`src/rtl/led_pwm_pio_if.sv`:
```
// Avalon-MM slave bus bundle for the LED PWM peripheral.
// No waitrequest. Read data arrives one cycle after the read strobe.
interface led_pwm_pio_if #(
    parameter int ADDR_W = 4
);
    logic [ADDR_W-1:0] avs_address;
    logic              avs_write;
    logic [31:0]       avs_writedata;
    logic              avs_read;
    logic [31:0]       avs_readdata;
    logic              avs_readdatavalid;

    modport master (
        output avs_address, avs_write, avs_writedata, avs_read,
        input  avs_readdata, avs_readdatavalid
    );
    modport slave (
        input  avs_address, avs_write, avs_writedata, avs_read,
        output avs_readdata, avs_readdatavalid
    );
endinterface

```
`src/rtl/led_pwm_pio.sv`:
```
// N_CH LED outputs. Each channel is either a static bit or a PWM dimmer.
// A new duty value takes effect only at a PWM counter wrap, so it never glitches.
module led_pwm_ch #(
    parameter int PWM_BITS = 8
) (
    input  logic                clk,
    input  logic                rst,
    input  logic                duty_we,
    input  logic [PWM_BITS:0]   duty_wdata,
    input  logic                wrap,
    input  logic [PWM_BITS-1:0] cnt,
    input  logic                mode,
    input  logic                data,
    output logic [PWM_BITS:0]   duty,
    output logic                led
);
    logic [PWM_BITS:0] duty_q, duty_d, active_q, active_d;
    logic              led_q, led_d, pwm;

    always_comb begin
        duty_d   = duty_we ? duty_wdata : duty_q;
        // active_q loads the pre-write shadow, so a write in the wrap cycle waits one more period
        active_d = wrap ? duty_q : active_q;
        pwm      = {1'b0, cnt} < active_q;
        led_d    = mode ? pwm : data;
    end

    always_ff @(posedge clk or posedge rst) begin
        if (rst) begin
            duty_q   <= '0;
            active_q <= '0;
            led_q    <= 1'b0;
        end else begin
            duty_q   <= duty_d;
            active_q <= active_d;
            led_q    <= led_d;
        end
    end

    assign duty = duty_q;
    assign led  = led_q;
endmodule

module led_pwm_pio #(
    parameter int N_CH     = 4,
    parameter int PWM_BITS = 8,
    parameter int PRESCALE = 50,
    parameter int ADDR_W   = 4
) (
    input  logic              clk_clk,
    input  logic              reset_reset,
    led_pwm_pio_if.slave      avs,
    output logic [N_CH-1:0]   led_export,
    output logic              pwm_wrap
);
    localparam int PC_W = (PRESCALE > 1) ? $clog2(PRESCALE) : 1;

    logic [PC_W-1:0]                 pcnt_q, pcnt_d;
    logic [PWM_BITS-1:0]             cnt_q, cnt_d;
    logic                            pwm_wrap_q, tick, wrap;
    logic [N_CH-1:0]                 data_q, data_d, mode_q, mode_d, duty_we;
    logic [N_CH-1:0][PWM_BITS:0]     duty;
    logic [31:0]                     readdata_q, readdata_d, rmux;
    logic                            rdv_q, rdv_d;
    logic                            unused_wdata;

    assign unused_wdata = ^avs.avs_writedata;

    always_comb begin
        tick   = pcnt_q == PC_W'(PRESCALE - 1);
        wrap   = tick && (cnt_q == '1);
        pcnt_d = tick ? '0 : pcnt_q + 1'b1;
        cnt_d  = tick ? cnt_q + 1'b1 : cnt_q;
    end

    always_comb begin
        data_d  = data_q;
        mode_d  = mode_q;
        duty_we = '0;
        rmux    = '0;
        if (avs.avs_write && avs.avs_address == ADDR_W'(0)) data_d = avs.avs_writedata[N_CH-1:0];
        if (avs.avs_write && avs.avs_address == ADDR_W'(1)) mode_d = avs.avs_writedata[N_CH-1:0];
        if (avs.avs_address == ADDR_W'(0)) rmux[N_CH-1:0] = data_q;
        if (avs.avs_address == ADDR_W'(1)) rmux[N_CH-1:0] = mode_q;
        for (int i = 0; i < N_CH; i++) begin
            if (avs.avs_address == ADDR_W'(2 + i)) begin
                duty_we[i]        = avs.avs_write;
                rmux[PWM_BITS:0]  = duty[i];
            end
        end
        // readdata holds between reads; rmux sees only pre-write register values
        readdata_d = avs.avs_read ? rmux : readdata_q;
        rdv_d      = avs.avs_read;
    end

    always_ff @(posedge clk_clk or posedge reset_reset) begin
        if (reset_reset) begin
            pcnt_q     <= '0;
            cnt_q      <= '0;
            pwm_wrap_q <= 1'b0;
            data_q     <= '0;
            mode_q     <= '0;
            readdata_q <= '0;
            rdv_q      <= 1'b0;
        end else begin
            pcnt_q     <= pcnt_d;
            cnt_q      <= cnt_d;
            pwm_wrap_q <= wrap;
            data_q     <= data_d;
            mode_q     <= mode_d;
            readdata_q <= readdata_d;
            rdv_q      <= rdv_d;
        end
    end

    for (genvar g = 0; g < N_CH; g++) begin : g_ch
        led_pwm_ch #(.PWM_BITS(PWM_BITS)) u_ch (
            .clk        (clk_clk),
            .rst        (reset_reset),
            .duty_we    (duty_we[g]),
            .duty_wdata (avs.avs_writedata[PWM_BITS:0]),
            .wrap       (wrap),
            .cnt        (cnt_q),
            .mode       (mode_q[g]),
            .data       (data_q[g]),
            .duty       (duty[g]),
            .led        (led_export[g])
        );
    end

    assign pwm_wrap              = pwm_wrap_q;
    assign avs.avs_readdata      = readdata_q;
    assign avs.avs_readdatavalid = rdv_q;
endmodule

```
`src/flat_wrapper.sv`:
```
// flat-port wrapper written by rule: the top's interface ports become plain ports
module led_pwm_pio_flat 
#(
    parameter int N_CH     = 4,
    parameter int PWM_BITS = 8,
    parameter int PRESCALE = 50,
    parameter int ADDR_W   = 4
)
  (clk_clk, reset_reset, led_export, pwm_wrap, avs_avs_address, avs_avs_write, avs_avs_writedata, avs_avs_read, avs_avs_readdata, avs_avs_readdatavalid);
  led_pwm_pio_if #(.ADDR_W(ADDR_W)) avs_i ();
  input  logic clk_clk;
  input  logic reset_reset;
  output logic [N_CH-1:0] led_export;
  output logic pwm_wrap;
  input wire logic [$bits(avs_i.avs_address)-1:0] avs_avs_address;
  input wire logic [$bits(avs_i.avs_write)-1:0] avs_avs_write;
  input wire logic [$bits(avs_i.avs_writedata)-1:0] avs_avs_writedata;
  input wire logic [$bits(avs_i.avs_read)-1:0] avs_avs_read;
  output wire logic [$bits(avs_i.avs_readdata)-1:0] avs_avs_readdata;
  output wire logic [$bits(avs_i.avs_readdatavalid)-1:0] avs_avs_readdatavalid;
  assign avs_i.avs_address = avs_avs_address;
  assign avs_i.avs_write = avs_avs_write;
  assign avs_i.avs_writedata = avs_avs_writedata;
  assign avs_i.avs_read = avs_avs_read;
  assign avs_avs_readdata = avs_i.avs_readdata;
  assign avs_avs_readdatavalid = avs_i.avs_readdatavalid;
  led_pwm_pio #(.N_CH(N_CH), .PWM_BITS(PWM_BITS), .PRESCALE(PRESCALE), .ADDR_W(ADDR_W)) u_core (.clk_clk(clk_clk), .reset_reset(reset_reset), .avs(avs_i), .led_export(led_export), .pwm_wrap(pwm_wrap));
endmodule
```
`config.mk`:
```
export PLATFORM = sky130hd
export DESIGN_NAME = led_pwm_pio_flat
export DESIGN_NICKNAME = d
export VERILOG_FILES = /design/src/rtl/led_pwm_pio_if.sv /design/src/rtl/led_pwm_pio.sv /design/src/flat_wrapper.sv
export SDC_FILE = /design/constraint.sdc
export NUM_CORES = 1
export LEC_CHECK = 0
export BUFFER_PORTS_ARGS = -buffer_cell sky130_fd_sc_hd__buf_2
export CAP_MARGIN = 25
export CORE_MARGIN = 2
export CORE_UTILIZATION = 40
export CTS_CLUSTER_SIZE = 24
export DETAILED_ROUTE_END_ITERATION = 16
export PLACE_DENSITY_LB_ADDON = 0.25
export SETUP_SLACK_MARGIN = 0.05
export SYNTH_ARGS = -nofsm -noshare
export SYNTH_HDL_FRONTEND = slang
export SYNTH_HIERARCHICAL = 1
export SYNTH_SLANG_ARGS = --single-unit
```
`constraint.sdc`:
```
create_clock -name clk_clk -period 2.9 [get_ports clk_clk]
set_input_delay 0.435 -clock clk_clk [delete_from_list [all_inputs] [get_ports clk_clk]]
set_output_delay 0.435 -clock clk_clk [all_outputs]
set_load 0.03 [all_outputs]
```
# == After elaboration in Yosys (flattened, before gate mapping) ==
# Cells that the tools add are included.
# totals
latchBits,0
memories,0
regBits,109
out_inout_bits,38
rom_bits,0
ramBits,0
in_bits,40
# op_classes
addsub,2
bitwise,0
mul,0
n_reduce_logical,4
eq_ne,7
shifts,0
n_lt_le_gt_ge,4
div,0
mux,15
# ops
operator,n
< comparator 8 x 9 -> 1 bit,4
2-to-1 mux 9 bit,4
adder 8 x 1 -> 8 bit (second input constant),1
equality test 4 x 2 -> 1 bit (second input constant),2
equality test 4 x 3 -> 1 bit (second input constant),2
equality test 8 bit (second input constant),1
2-to-1 mux 1 bit,8
2-to-1 mux 4 bit,2
adder 6 x 1 -> 6 bit (second input constant),1
equality test 6 bit (second input constant),1
2-to-1 mux 6 bit,1
equality test 4 x 1 -> 1 bit (second input constant),1
logical NOT 4 bit,1
logical AND 1 bit,3

# == Depth between registers and ports, before layout ==
# Gate-level depths: netlist (run 1).
# depth
depth_word,7
ltp_mapped,9
ltp_nobuf,7

# == Modules after synthesis ==
# The synthesis (run 1) kept the hierarchy.
# by_module_without_submodules
mod,seq_area_each_um2,cells_per_inst,area_each_um2,n_inst
led_pwm_ch,475.5,73,875.8,4
led_pwm_pio,825.8,183,1920.6,1

# == Worst setup path after synthesis (run 1) ==
# No wires, ideal clock.
# synth_timing
path_type,register to register
start,register u_core.pcnt_q[1]
end,register u_core.g_ch[2].u_ch.active_q[0]
path_slack_ps,787
arrival_ps,1986
stages_incl_launch_ff,8
required_time_ps,2773
setup_time_ps,127
cell_sequence,dfrtp_1 inv_1 ha_1 nand4b_1 nor2_2 buf_4 and4_1 mux2_1
# synth_via
elab_chain_cells,2
# synth_rtl
item,line_no,text
start: declaration,led_pwm_pio.sv:58,"logic [PC_W-1:0] pcnt_q, pcnt_d;"
start signal: assignment,led_pwm_pio.sv:106,pcnt_q <= pcnt_d;
equality test 6 bit,led_pwm_pio.sv:70,tick = pcnt_q == PC_W'(PRESCALE - 1);
logical AND 1 bit,led_pwm_pio.sv:71,wrap = tick && (cnt_q == '1);
net u_core.wrap,led_pwm_pio.sv:60,"logic pwm_wrap_q, tick, wrap;"
end signal: assignment,led_pwm_pio.sv:35,active_q <= active_d;
end: declaration,led_pwm_pio.sv:17,"logic [PWM_BITS:0] duty_q, duty_d, active_q, active_d;"
# The timed path passes the listed nets, and every way through them passes these cells.
# A chain may end at the register's enable or synchronous reset.

# == Final worst setup path (run 1) ==
# layout_timing
start,register u_core.cnt_q[0]
end,register u_core.g_ch[0].u_ch.active_q[8]
# layout_via
elab_chain_cells,2
# layout_rtl
item,line_no,text
start: declaration,led_pwm_pio.sv:59,"logic [PWM_BITS-1:0] cnt_q, cnt_d;"
start signal: assignment,led_pwm_pio.sv:107,cnt_q <= cnt_d;
equality test 8 bit,led_pwm_pio.sv:71,
logical AND 1 bit,led_pwm_pio.sv:71,
net u_core.wrap,led_pwm_pio.sv:60,
end signal: assignment,led_pwm_pio.sv:35,
end: declaration,led_pwm_pio.sv:17,
# The timed path passes the listed nets, and every way through them passes these cells.

==> summary.txt, run 1 <==
Worst setup path
  • CP Launch Point: u_core/cnt_q[0]$_DFFE_PP0N_
  • Max FO, Critical Path: 14
  • CP Data Arrival Time: 2.43 ns
  • Reg2Reg Launch Point: u_core/cnt_q[0]$_DFFE_PP0N_
  • Required time worst endpoint: 3.14 ns
  • Crit path to: u_core/g_ch[0].u_ch/active_q[8]$_DFFE_PP0P_
  • Worst Reg-to-Reg Cells: 5
  • R2R Path End: u_core/g_ch[0].u_ch/active_q[8]$_DFFE_PP0P_
  • R2R Setup Slk: 0.71 ns
  • Worst setup SP type: flip-flop
  • WS Path Type: reg2reg
  • Crit end category: flip-flop

Synth
  • Post-Synth Simple-Gate Area: 9.896%
  • Synth Area in Compound Gates: 10.70%
  • Flops & latches, synth: 109
  • Number of flops mapped to enable cells by yosys: 0
  • Prevailing post-synth register cell: dfrtp_1
  • Ys Warns: 6
  • Cell variety after synth: 44
  • Post-synthesis adder-cell area fraction: 7.151%
  • Seq/Total Area, Yosys: 50.29%
  • Ys async rst share: 100.0%
  • Synth Cell Area: 0.005424 mm²
  • Yosys top cell by area: dfrtp_1
  • Mux cell area share after synthesis: 13.03%
  • Top post-synthesis cells by area: dfrtp_1 50%, mux2_1 11%, ha_1 7.2%
  • Synth Area in XOR/XNOR: 1.776%
  • Largest family of logic cells by synthesized area: multiplexers
  • Synthesized area per cell: 11.42 µm²
  • Post-Synthesis Cells: 475
  • Post-synth top area share: 50.29%

Layout
  • Most frequent cells in the layout: 109 x dfrtp_1, 52 x mux2_1, 38 x nand2_1
  • Final #Nets: 581
  • Fillers: 1278
  • Fraction of final layout cells sized beyond drive strength 1: 13.98%
  • Ant. Diodes: 0
  • Non-Filler Instances: 691
  • Most common cell after layout, fill and taps aside: dfrtp_1
  • Area Overhead vs Synth: 10.77%

Die
  • Cell Rows: 42
  • Core ar.: 0.01324 mm²
  • I/O pin cnt: 78
  • Starting Density: 40.96%
  • Die ar.: 0.01451 mm²
  • Die Y: 120.4 µm
  • Die width: 120.4 µm

STA
  • Pins Over Slew Limit: 0
  • Slew headroom: 44.56%
  • Minimum clock period after layout: 2.192 ns
  • Setup TNS: 0 ns
  • FMAX: 456.2 MHz
  • Period utilization: 75.58%
  • RSZ-0062 raised after global routing: false
  • Worst-Margin Slew: 0.8307 ns
  • Worst Clk Skew: 0.01038 ns
  • Hold_ws: 0.3542 ns
  • Finish-stage setup viols: 0
  • Final hold violation count: 0

CTS
  • # H-tree levels: 3
  • Root Driver: clkbuf_16
  • Total CTS buffers: 9
  • CTS sink cnt: 109
  • Post-cts resize count: 0
  • Clock slew at reported path FFs: 0.07 ns
  • Worst-case clock buffer depth: 2
  • Post-CTS setup buffers: 0
  • CTS tree: done
  • Clock Latency Late Sink: 0.35 ns

Power and ir drop
  • Psw: 0.9793 mW
  • Clk pwr share: 35.1%
  • Peak supply drop: 469.4 µV
  • Sw frac: 27.84%
  • Power density cells: 585.5 mW/mm²
  • Lkg Pwr: 2.772 nW
  • Comb pwr share: 12.6%
  • Internal Power: 2.539 mW
  • Reg power frac: 52.3%

GRT
  • Largest net degree at the start of global routing: 34
  • Gr usage total: 18.62%
  • Vias in the first global route: 3714
  • Antenna violations before repair: 0
  • Global-route wire length before repair: 20.12 mm
  • GRT overflow: 0

Placed design
  • Placed Cells: 674
  • HPWL Detailed: 8.867 mm
  • Global placement routability congestion: 0.8307
  • Buffers added on ports: 31

Routing
  • Vias per inst: 5.171
  • DRC errors left: 0
  • WL/cell: 17.86 µm
  • 1st-iter DRT viols: 223
  • Total wire length: 12.34 mm
  • Routed via count: 3573
  • Antenna-violating nets left: 0
  • DR pass1 iterations: 7

Hold path
  • HP Class: in2reg

Job
  • Max-cap viol count: 0

Outcome
  • Outcome: finished clean
==> through the flow <==
| step | cell area (µm²) | total power [mW] | worst slack, ns | util [%] |
|---|---|---|---|---|
| after floorplan | 5507 | 2.174 | 0.7866 | - |
| after detailed placement | 5699 | 2.317 | 0.7257 | 43.04 |
| after global routing | 6008 | 3.697 | 0.5775 | 45.37 |
| after CTS | 6008 | 3.567 | 0.7039 | 45.37 |
| after global placement | 5699 | 2.302 | 0.7421 | 43.04 |
| final | 6008 | 3.518 | 0.7081 | 45.37 |
==> worst min-delay path by stage <==
stage | start | endpoint | slack (ns) | cells after the start
6_report | avs_avs_writedata[4] | u_core/g_ch[2].u_ch/duty[4]$_DFFE_PP0P_ | 0.35 | 2
5_1_grt | avs_avs_writedata[6] | u_core/g_ch[1].u_ch/duty[6]$_DFFE_PP0P_ | 0.35 | 2
4_1_cts | avs_avs_read | u_core/avs.avs_readdatavalid$_DFF_PP0_ | 0.35 | 1
3_5_place_dp | reset_reset | u_core/avs.avs_readdatavalid$_DFF_PP0_ | 0.33 | 2
3_3_place_gp | reset_reset | u_core/avs.avs_readdatavalid$_DFF_PP0_ | 0.32 | 2
2_1_floorplan | reset_reset | u_core/g_ch[0].u_ch/active_q[0]$_DFFE_PP0P_ | 0.39 | 1
==> power by group through the flow <==
stage	logic (mW)	registers, mW	clock network (mW)
6_report	0.444	1.84	1.23
2_1_floorplan	0.302	1.87	0
5_1_grt	0.490	1.86	1.34
3_3_place_gp	0.440	1.86	0
3_5_place_dp	0.448	1.87	0
4_1_cts	0.451	1.84	1.28
==> cell families (layout without fill, tap and decap cells) <==
group / after synthesis / in the layout
buffers and inverters: 72 / 90
DFF: 109 / 109
other: 1 / 23
AOI/OAI and AO/OA: 86 / 86
muxes: 64 / 64
and+or+nand+nor: 101 / 101
adders and majority gates: 31 / 31
xor gates and xnor gates: 11 / 11
==> synthesized netlist by cell type (2+ instances only) <==
master     number
dfrtp_1       109
mux2_1         52
nand2_1        38
inv_1          34
ha_1           31
buf_4          25
o21ai_0        21
nor2_1         20
o21ai_1        16
mux2i_1        11
buf_2          10
xnor2_1         9
a31oi_1         6
nand2b_1        6
nor2b_1         6
o22ai_1         6
nand3_1         5
a211o_1         4
a211oi_2        4
a21oi_1         4
a21oi_2         4
and3_1          4
and4b_1         4
nand4_1         4
o2111ai_1       4
o21a_1          4
o221ai_1        4
o22a_1          4
a221o_1         3
and4_1          3
nor3b_2         3
a21o_1          2
clkbuf_1        2
nor2_2          2
xor2_1          2
==> per-layer routing <==
layer | up-vias | GRT usage [%] | part of all wire (%)
met1 | 1777 | 24.32 | 45
met3 | 16 | 5.189 | 4.4
li1 | 1690 | - | -
met5 | - | 0 | 0
met4 | 0 | 6.977 | 2.2
met2 | 90 | 29.59 | 49
==> state kept, by name (all words and copies together) (netlist names) <==
| name | count |
|---|---|
| u_core/g_ch.u_ch/duty | 36 |
| u_core/data_q | 4 |
| u_core/mode_q | 4 |
| u_core/pwm_wrap | 1 |
| u_core/g_ch.u_ch/led | 4 |
| u_core/avs.avs_readdata | 9 |
| u_core/avs.avs_readdatavalid | 1 |
| u_core/cnt_q | 8 |
| u_core/g_ch.u_ch/active_q | 36 |
| u_core/pcnt_q | 6 |
==> cell type report <==
class                           count  area, µm²  share of cell area [%]
Clock inverter                      7      73.82                   1.229
Sequential cell                   109       2728                   45.40
Multi-Input combinational cell    316       2396                   39.88
Tap cell                          176      220.2                   3.665
Inverter                           34      127.6                   2.124
Timing Repair Buffer               40      237.7                   3.957
Clock buffer                        9      225.2                   3.748
==> worst max-delay path, cell delays in order, from the launching register on <==
cell and delay, ns:
dfrtp_1 0.59, ha_1 0.24, and3_1 0.20, and4_2 0.46, buf_4 0.25, mux2_1 0.33
==> timing repair <==
action,4_1_cts,5_1_grt
hold buffers,1,0
endpoints found under the hold margin,1,0
endpoints found under the setup margin,0,0
Power figures use the tool's default switching activity.
==> run 2, diff against run 1 <==
Settings changed: ABC_AREA set to 1.
Clock period 2.9 ns to 1.85 ns, I/O delays scaled along.
==> run 2 against run 1 <==
The run now ends with setup timing left. Global-route usage decreased by 0.11 points. Critical path depth up 6. Clock skew down 0.0031 ns. Worst setup slack worse by 0.72 ns. Clock-buffer cell count increased by 3. Critical endpoint is now u_core/g_ch[0].u_ch/active_q[3]$_DFFE_PP0P_. Largest cell class unchanged. Largest power group unchanged.
==> summary.txt, run 2 <==
Routing
  • 1st-iter DRT viols: 228 (+2.2%)
  • Routed via count: 4330 (+21%)
  • DR pass1 iterations: 4 (-3)
  • Antenna-violating nets left: 0 (unchanged)
  • DRC errors left: 0 (unchanged)
  • Vias per inst: 4.909 (-5.1%)
  • Total wire length: 14.60 mm (+18%)
  • WL/cell: 16.55 µm (-7.3%)

STA
  • Worst Clk Skew: 0.007287 ns (-0.003094 ns)
  • Period utilization: 100.5% (+25 points)
  • Finish-stage setup viols: 2 (+2)
  • Pins Over Slew Limit: 0 (unchanged)
  • Worst-Margin Slew: 0.7950 ns (-0.03572 ns)
  • Hold_ws: 0.1529 ns (-0.2012 ns)
  • Final worst slack: -0.009220 ns (-0.7173 ns)
  • RSZ-0062 raised after global routing: true
  • Minimum clock period after layout: 1.859 ns (-0.3327 ns)
  • Final hold violation count: 0 (unchanged)
  • Slew headroom: 46.94% (+2.4 points)
  • FMAX: 537.9 MHz (+18%)

GRT
  • GRT overflow: 0 (unchanged)
  • Vias in the first global route: 4168 (+12%)
  • Global-route wire length before repair: 22.36 mm (+11%)
  • Largest net degree at the start of global routing: 52 (+53%)
  • Antenna violations before repair: 0 (unchanged)
  • Gr usage total: 18.52% (-0.11 points)

Synth
  • Cell with the most instances after synthesis: nand2_1
  • Top post-synthesis cells by area: dfrtp_1 47%, nand2_1 11%, mux2_4 8.2%
  • Ys Warns: 6 (unchanged)
  • Prevailing post-synth register cell: dfrtp_1
  • Post-synthesis adder-cell area fraction: 6.638% (-0.51 points)
  • Synthesized area per cell: 9.116 µm² (-20%)
  • Post-synth top area share: 46.68% (-3.6 points)
  • Number of flops mapped to enable cells by yosys: 0 (unchanged)
  • Cell variety after synth: 29 (-34%)
  • Yosys top cell by area: dfrtp_1
  • Synth cell count leaders: 175 x nand2_1, 109 x dfrtp_1, 91 x inv_1
  • Flops & latches, synth: 109 (unchanged)
  • Largest family of logic cells by synthesized area: simple AND/OR/NAND/NOR gates
  • Synth Cell Area: 0.005843 mm² (+7.7%)
  • Synth Area in XOR/XNOR: 1.049% (-0.73 points)
  • Mux cell area share after synthesis: 8.223% (-4.8 points)
  • Post-Synth Simple-Gate Area: 18.91% (+9.0 points)
  • Ys async rst share: 100.0% (unchanged)
  • Post-Synthesis Cells: 641 (+35%)
  • Seq/Total Area, Yosys: 46.68% (-3.6 points)
  • Synth Area in Compound Gates: 6.488% (-4.2 points)

CTS
  • Worst-case clock buffer depth: 2 (unchanged)
  • CTS tree: done
  • Total CTS buffers: 9 (unchanged)
  • # H-tree levels: 3 (unchanged)
  • Clock Latency Late Sink: 0.35 ns (about the same)
  • Root Driver: clkbuf_16
  • Clock slew at reported path FFs: 0.07 ns (about the same)
  • CTS sink cnt: 109 (unchanged)

Layout
  • Fillers: 1352 (+5.8%)
  • Reg area: 0.002728 mm² (unchanged)
  • Most frequent cells in the layout: 164 x nand2_1, 109 x dfrtp_1, 90 x inv_1
  • Ant. Diodes: 0 (unchanged)
  • Most common cell after layout, fill and taps aside: nand2_1
  • Final #Nets: 764 (+31%)
  • Fraction of final layout cells sized beyond drive strength 1: 21.49% (+7.5 points)
  • Area Overhead vs Synth: 14.52%
  • Area of the multi-input gates: 0.002596 mm² (+8.4%)
  • Non-Filler Instances: 882 (+28%)

Power and ir drop
  • Power density cells: 844.0 mW/mm² (+44%)
  • Peak supply drop: 654.5 µV (+39%)
  • Lkg Pwr: 3.420 nW (+23%)

Placed design
  • HPWL Detailed: 10.40 mm (+17%)
  • Placed Cells: 857 (+27%)
  • Global placement routability congestion: 0.8281 (-0.31%)
  • Buffers added on ports: 31 (unchanged)

Outcome
  • Outcome: finished with violations
  • Violated checks: setup timing

Die
  • Starting Density: 40.51% (-0.45 points)
  • Die width: 124.9 µm (+3.7%)
  • Cell Rows: 44 (+4.8%)
  • I/O pin cnt: 78 (unchanged)
  • Die ar.: 0.01559 mm² (+7.5%)
  • Die Y: 124.9 µm (+3.7%)
  • Core ar.: 0.01442 mm² (+8.9%)

Job
  • Max-cap viol count: 0 (unchanged)

Worst setup path
  • WS Path Type: reg2reg
  • Worst setup SP type: flip-flop
  • CP Data Arrival Time: 2.10 ns (-0.33 ns)
  • Required time worst endpoint: 2.09 ns (-1.05 ns)
  • Max FO, Critical Path: 12 (-2)
  • Crit end category: flip-flop

Hold path
  • HP Class: in2reg
==> run 2: cell types whose count changed after synthesis, moves of 9 or more <==
| cell | delta |
|---|---|
| nand2_1 | +137 |
| inv_1 | +57 |
| mux2_1 | -52 |
| mux2_4 | +32 |
| nand3_1 | +23 |
| o21ai_0 | +18 |
| mux2i_1 | -11 |
| nand4_1 | +9 |
==> run 2: critical path, cell delays in order (launching register included) <==
cell and delay [ns]:
dfrtp_1 0.41, inv_1 0.07, ha_2 0.16, inv_2 0.04, nor2_4 0.09, nand4_1 0.09
nor2_1 0.13, nand4_1 0.14, nor2_4 0.17, buf_12 0.16, buf_6 0.18, o21ai_0 0.10
==> run 2: kinds of logic (layout without fill, tap and decap cells) <==
logic type | Yosys count | after routing
simple gates | 256 | 256
buf+inv | 135 | 170
flops | 109 | 109
compound gates | 70 | 70
mux | 32 | 32
fa+ha+maj | 31 | 31
xor+xnor | 7 | 7
other cells | 1 | 23
==> run 2: worst paths after layout <==
path                                       startpoint                                          end  slack, ns  depth (start not counted)
max                        u_core/pcnt_q[1]$_DFF_PP0_  u_core/g_ch[0].u_ch/active_q[3]$_DFFE_PP0P_     -0.009                         11
min                                      avs_avs_read       u_core/avs.avs_readdatavalid$_DFF_PP0_       0.15                          1
max reg2reg                u_core/pcnt_q[1]$_DFF_PP0_  u_core/g_ch[0].u_ch/active_q[3]$_DFFE_PP0P_     -0.009                         11
min reg2reg                u_core/pcnt_q[5]$_DFF_PP0_                   u_core/pcnt_q[5]$_DFF_PP0_       0.48                          1
max in group asynchronous                 reset_reset  u_core/g_ch[0].u_ch/active_q[2]$_DFFE_PP0P_       0.68                          3
min in group asynchronous                 reset_reset      u_core/g_ch[3].u_ch/duty[7]$_DFFE_PP0P_       0.46                          3
==> run 2: what timing repair did <==
item,in CTS,in global routing
resized for setup,1,42
endpoints found under the setup margin,9,36
gates cloned,0,6
hold endpoints to repair,41,0
pin swaps,0,8
hold buffers,1,0
setup buffers,0,2
==> run 2: layout make-up <==
| class | count | share of cell area (%) |
|---|---|---|
| clock buffer | 12 | 3.684 |
| clock inverter | 4 | 0.7105 |
| inverter | 95 | 5.329 |
| multi-input combinational | 419 | 38.80 |
| sequential | 109 | 40.76 |
| tap | 184 | 3.441 |
| timing repair buffer | 59 | 7.274 |
==> run 2: report_power, final <==
group	internal [mW]	switching, mW
Clock	1.08	0.849
Combinational	0.334	0.431
Sequential	2.64	0.309
Total	4.06	1.59
==> run 2: routing by layer <==
metal / global-route usage (%) / wire length, µm / vias up
li1: - / - / 2085
met1: 25.87 / 6741 / 2106
met2: 29.15 / 6820 / 126
met3: 4.381 / 821 / 13
met4: 4.771 / 213 / 0
met5: 0 / 0 / -
==> run 2: per-stage QoR <==
step / utilization, % / cell area [µm²] / setup slack, ns / power, mW / setup TNS [ns]
global placement: 42.51 / 6132 / 0.08166 / 3.716 / 0
finish: 46.39 / 6691 / -0.009220 / 5.648 / -0.01181
detailed placement: 42.51 / 6132 / 0.02523 / 3.736 / 0
CTS: 44.65 / 6440 / 0.03969 / 5.678 / 0
floorplan: - / 5926 / 0.1941 / 3.452 / 0
global route: 46.39 / 6691 / -0.1309 / 5.874 / -3.606
